$ cat src/rtl/hex_to_sseg_if.sv
// Digit-in / segments-out bundle between the display scanner and one decoder.
interface hex_to_sseg_if;
  logic [3:0] x;  // hex digit to display
  logic [6:0] r;  // segment pattern {g,f,e,d,c,b,a}

  // Scanner side: supplies the digit, reads back the pattern.
  modport master (
    output x,
    input  r
  );

  // Decoder side.
  modport slave (
    input  x,
    output r
  );
endinterface

$ cat src/rtl/hex_to_sseg.sv
// Registered hex-digit to seven-segment decoder for one display digit.
// The pattern is produced one clock after the digit is sampled. The output register
// powers up blank, so the block works even if it is never reset.
module hex_to_sseg #(
  parameter bit ACTIVE_LOW = 1'b1  // 1: lit segment drives 0 (common-anode board)
) (
  input  logic   clk,
  input  logic   reset,
  hex_to_sseg_if.slave bus
);

  // All segments dark in the selected polarity.
  localparam logic [6:0] Blank = ACTIVE_LOW ? 7'h7F : 7'h00;

  logic [6:0] seg_low;  // active-low glyph for the current digit
  logic [6:0] r_d;
  logic [6:0] r_q = Blank;

  // Glyph table in active-low form; b and d are lowercase so they differ from 8 and 0.
  always_comb begin
    seg_low = 7'h7F;
    unique case (bus.x)
      4'h0: seg_low = 7'h40;
      4'h1: seg_low = 7'h79;
      4'h2: seg_low = 7'h24;
      4'h3: seg_low = 7'h30;
      4'h4: seg_low = 7'h19;
      4'h5: seg_low = 7'h12;
      4'h6: seg_low = 7'h02;
      4'h7: seg_low = 7'h78;
      4'h8: seg_low = 7'h00;
      4'h9: seg_low = 7'h10;
      4'hA: seg_low = 7'h08;
      4'hB: seg_low = 7'h03;
      4'hC: seg_low = 7'h46;
      4'hD: seg_low = 7'h21;
      4'hE: seg_low = 7'h06;
      4'hF: seg_low = 7'h0E;
      default: seg_low = 7'h7F;
    endcase
  end

  // Apply output polarity.
  always_comb begin
    r_d = ACTIVE_LOW ? seg_low : ~seg_low;
  end

  // Output register; reset blanks the digit and overrides x.
  always_ff @(posedge clk) begin
    if (reset) begin
      r_q <= Blank;
    end else begin
      r_q <= r_d;
    end
  end

  assign bus.r = r_q;

endmodule

$ cat src/flat_wrapper.sv
// flat-port wrapper written by rule: the top's interface ports become plain ports
module hex_to_sseg_flat 
#(
  parameter bit ACTIVE_LOW = 1'b1                                                 
)
  (clk, reset, bus_x, bus_r);
  hex_to_sseg_if bus_i ();
  input  logic clk;
  input  logic reset;
  input wire logic [$bits(bus_i.x)-1:0] bus_x;
  output wire logic [$bits(bus_i.r)-1:0] bus_r;
  assign bus_i.x = bus_x;
  assign bus_r = bus_i.r;
  hex_to_sseg #(.ACTIVE_LOW(ACTIVE_LOW)) u_core (.clk(clk), .reset(reset), .bus(bus_i));
endmodule
$ cat config.mk
export PLATFORM = sky130hd
export DESIGN_NAME = hex_to_sseg_flat
export DESIGN_NICKNAME = d
export VERILOG_FILES = /design/src/rtl/hex_to_sseg_if.sv /design/src/rtl/hex_to_sseg.sv /design/src/flat_wrapper.sv
export SDC_FILE = /design/constraint.sdc
export NUM_CORES = 1
export LEC_CHECK = 0
export BUFFER_PORTS_ARGS = -buffer_cell sky130_fd_sc_hd__buf_4
export CORE_AREA = 2 2 39 41
export CTS_BUF_LIST = sky130_fd_sc_hd__clkbuf_2 sky130_fd_sc_hd__clkbuf_4 sky130_fd_sc_hd__clkbuf_8
export CTS_CLUSTER_DIAMETER = 40
export DETAILED_ROUTE_END_ITERATION = 7
export DIE_AREA = 0 0 41 43
export GPL_ROUTABILITY_DRIVEN = 1
export GPL_TIMING_DRIVEN = 1
export SYNTH_ARGS = -nofsm -noshare
export SYNTH_HDL_FRONTEND = slang
export SYNTH_SLANG_ARGS = --single-unit
$ cat constraint.sdc
create_clock -name clk -period 1.7 [get_ports clk]
set_input_delay 0.17 -clock clk [delete_from_list [all_inputs] [get_ports clk]]
set_output_delay 0.17 -clock clk [all_outputs]
set_load 0.01 [all_outputs]
==> reports/metrics.yaml <==
global_route:
  initial_antenna_violation_count: 0
  grt_overflow: 0
  first_global_vias: 299
  grt_pass1_wl_mm: 1.28
  grt_util_all_layers: 0.109
  pin_count_of_the_biggest_net_entering_global_routing: 15
drt:
  wl_um: 728
  num_vias: 332
  drt_iter0_drc: 10
  post-route-drc-count: 0
  drt-wirelength-per-cell_um: 10.1
  avgViaCountPerCell: 4.61
  ant_nets: 0
  firstDrtPassIters: 4
timing:
  post-route-period-util: 0.674
  final_period_minus_worst_setup_slack_ns: 1.15
  fmax_mhz: 872
  setup_repair_after_global_routing_missed_its_margin: "no"
  final_hold_viol_count: 0
  final_critical_path_setup_slack_ns: 0.553
  finalSetupViolCount: 0
  drv_slew: 0
  setup_tns_ns: 0
  worstMarginPinSlew_ns: 0.170
  rel_slew_slack: 0.884
setup_path:
  worstPathArrival_ns: 1.28
  startpoint_type: "input pin"
  critPathKind: "in -> reg"
  crit_path_end_kind: "register"
  critPathTopFamily: "compound AO/OA/AOI/OAI gates"
  cp_max_stage_cell: "sky130_fd_sc_hd__a311o_1"
  crit_buf_inv: 2
  crit_path_max_fanout: 5
  critical_path_required_ns: 1.83
  crit_path_max_incr_delay_ns: 0.34
  timing.critical_path.cells: "buf_4 -> inv_1 -> ha_1 -> or2_1 -> a311o_1"
pwr:
  power.clock.fraction: 0.373
  standby_leakage_power_nw: 0.272
  p_seq_frac: 0.417
  sw_frac_of_total: 0.240
  total_switching_power_mw: 0.105
  vdd_drop_max_mv: 0.209
  comb_power_share: 0.210
  power.density_nw_per_um2: 784
  p_int_mw: 0.331
layout:
  largest_register_ff_count: 7
  layout-drive-gt1-share: 0.304
  post_layout_nonfiller_instances: 72
  finish.net_count: 70
  area_delta_synth_final_pct: 26.9
  layout.core_utilization: 0.401
  most-common-layout-cells: "sky130_fd_sc_hd__buf_4, sky130_fd_sc_hd__ha_1, sky130_fd_sc_hd__dfxtp_1"
  layout.cells.most_common: "sky130_fd_sc_hd__buf_4"
  antennaDiodeCount: 0
place:
  hpwlAfterDp_um: 567
  port_buffers: 12
  routabilityCongestion: 0.799
  post-place-ws_ns: 0.297
  post-place-cells: 68
logic_synthesis:
  synth.yosys.seq_area_share: 0.320
  synthesis.nets: 55
  main_combinational_cell_family_by_area_after_synthesis: "adder cells"
  synth.area.mux_share: 0.120
  yosysWarningCount: 0
  post_synth_instance_area_um2: 438
  post_synthesis_share_of_cell_area_spent_on_full_adders_half_adders_and_majority_gates: 0.200
  synth-compound-area-share: 0.149
  syn-instance-count: 42
  synth_cell_types: 18
  syn_avg_cell_area_um2: 10.4
  ys_seq_elements: 7
  synth-xor-area-share: 0
  area_share_of_and_or_nand_nor_cells_after_synthesis: 0.134
min_path:
  hold-path-cell-count: 2
  hold_path_startpoint: "reset"
  hold_class: "in -> reg"
  min_delay_worst_endpoint: "u_core.bus.r[5]"
floorplanning:
  overall_die_area_um2: 1760
  core-area_um2: 1380
  std_cell_rows: 14
  die_height_um: 43
  ioPinCount: 13
  initial_standard_cell_utilization_of_the_core: 0.316
  chipWidth_um: 41
clock_tree:
  cts_hold_buffers: 0
  cts_inserted_buffers: 3
  cts_htree_levels: 1
  clk_pin_slew_worst_paths_ns: 0.05
  cts_repair_resize_count: 0
  clock_tree.root_cell: "sky130_fd_sc_hd__clkbuf_4"
  ctsLongestPathBuffers: 2
  clock-sinks: 7
  post_cts.repair.setup_buffers: 0
  cts_tree: "done"
status:
  status: "finished, final reports clean"
job:
  max_cap_viol_count: 0
## cell usage after synthesis (all sizes together)
master / instances / area, um^2
a211o: 1 / 8.76
o221ai: 1 / 8.76
a221o: 2 / 20.0
nand2: 2 / 7.51
inv: 3 / 11.3
mux2i: 3 / 30.0
nor2: 2 / 7.51
or2: 1 / 6.26
ha: 7 / 87.6
nor2b: 2 / 12.5
dfxtp: 7 / 140
a311o: 1 / 10.0
and3: 1 / 7.51
a32oi: 2 / 17.5
mux2: 2 / 22.5
nand2b: 2 / 12.5
nor3: 1 / 5.00
buf: 2 / 22.5
## stage by stage
step,hold slack (ns),power (mW),cell area (um^2)
6_report,0.173,0.435,556
5_1_grt,0.182,0.467,556
3_3_place_gp,0.430,0.278,526
3_5_place_dp,0.428,0.277,526
2_1_floorplan,0.264,0.239,438
4_1_cts,0.161,0.446,556
## worst max path at each step
stage / from / end / slack (ns) / depth (start not counted)
2_1_floorplan: bus_x[1] / u_core.bus.r[1] / 0.52 / 4
3_3_place_gp: bus_x[1] / u_core.bus.r[1] / 0.31 / 5
4_1_cts: bus_x[1] / u_core.bus.r[1] / 0.57 / 5
6_report: bus_x[1] / u_core.bus.r[1] / 0.55 / 5
5_1_grt: bus_x[1] / u_core.bus.r[1] / 0.50 / 5
3_5_place_dp: bus_x[1] / u_core.bus.r[1] / 0.30 / 5
## power by group through the flow
stage	clock, mW	combinational [mW]	sequential [mW]
4_1_cts	0.172	0.0920	0.182
3_5_place_dp	0	0.0918	0.185
2_1_floorplan	0	0.0459	0.193
5_1_grt	0.181	0.103	0.183
3_3_place_gp	0	0.0926	0.185
6_report	0.162	0.0913	0.182
## cell type report
cell class | instances | area (um^2)
repair buffers | 12 | 90.1
flip-flops and latches | 7 | 140
inverters | 3 | 11.3
multi-input cells | 30 | 264
well taps | 16 | 20.0
fillers | 138 | 828
clock buffers | 4 | 30.0
## per-layer routing
metal  vias up  share of wire  global-route usage
met4         0          0.019               0.120
met1       141           0.46               0.151
met2        11           0.48               0.128
met5         -              0                   0
li1        178              -                   -
met3         2          0.041              0.0157
## logic make-up (layout without fill, tap and decap cells)
kind of cell,Yosys count,count (layout)
buffers and inverters,5,19
flip-flops,7,7
adder cells (fa/ha/maj),7,7
AND/OR/NAND/NOR,11,11
multiplexers,5,5
AO/OA/AOI/OAI,7,7
Power figures use the tool's default switching activity.
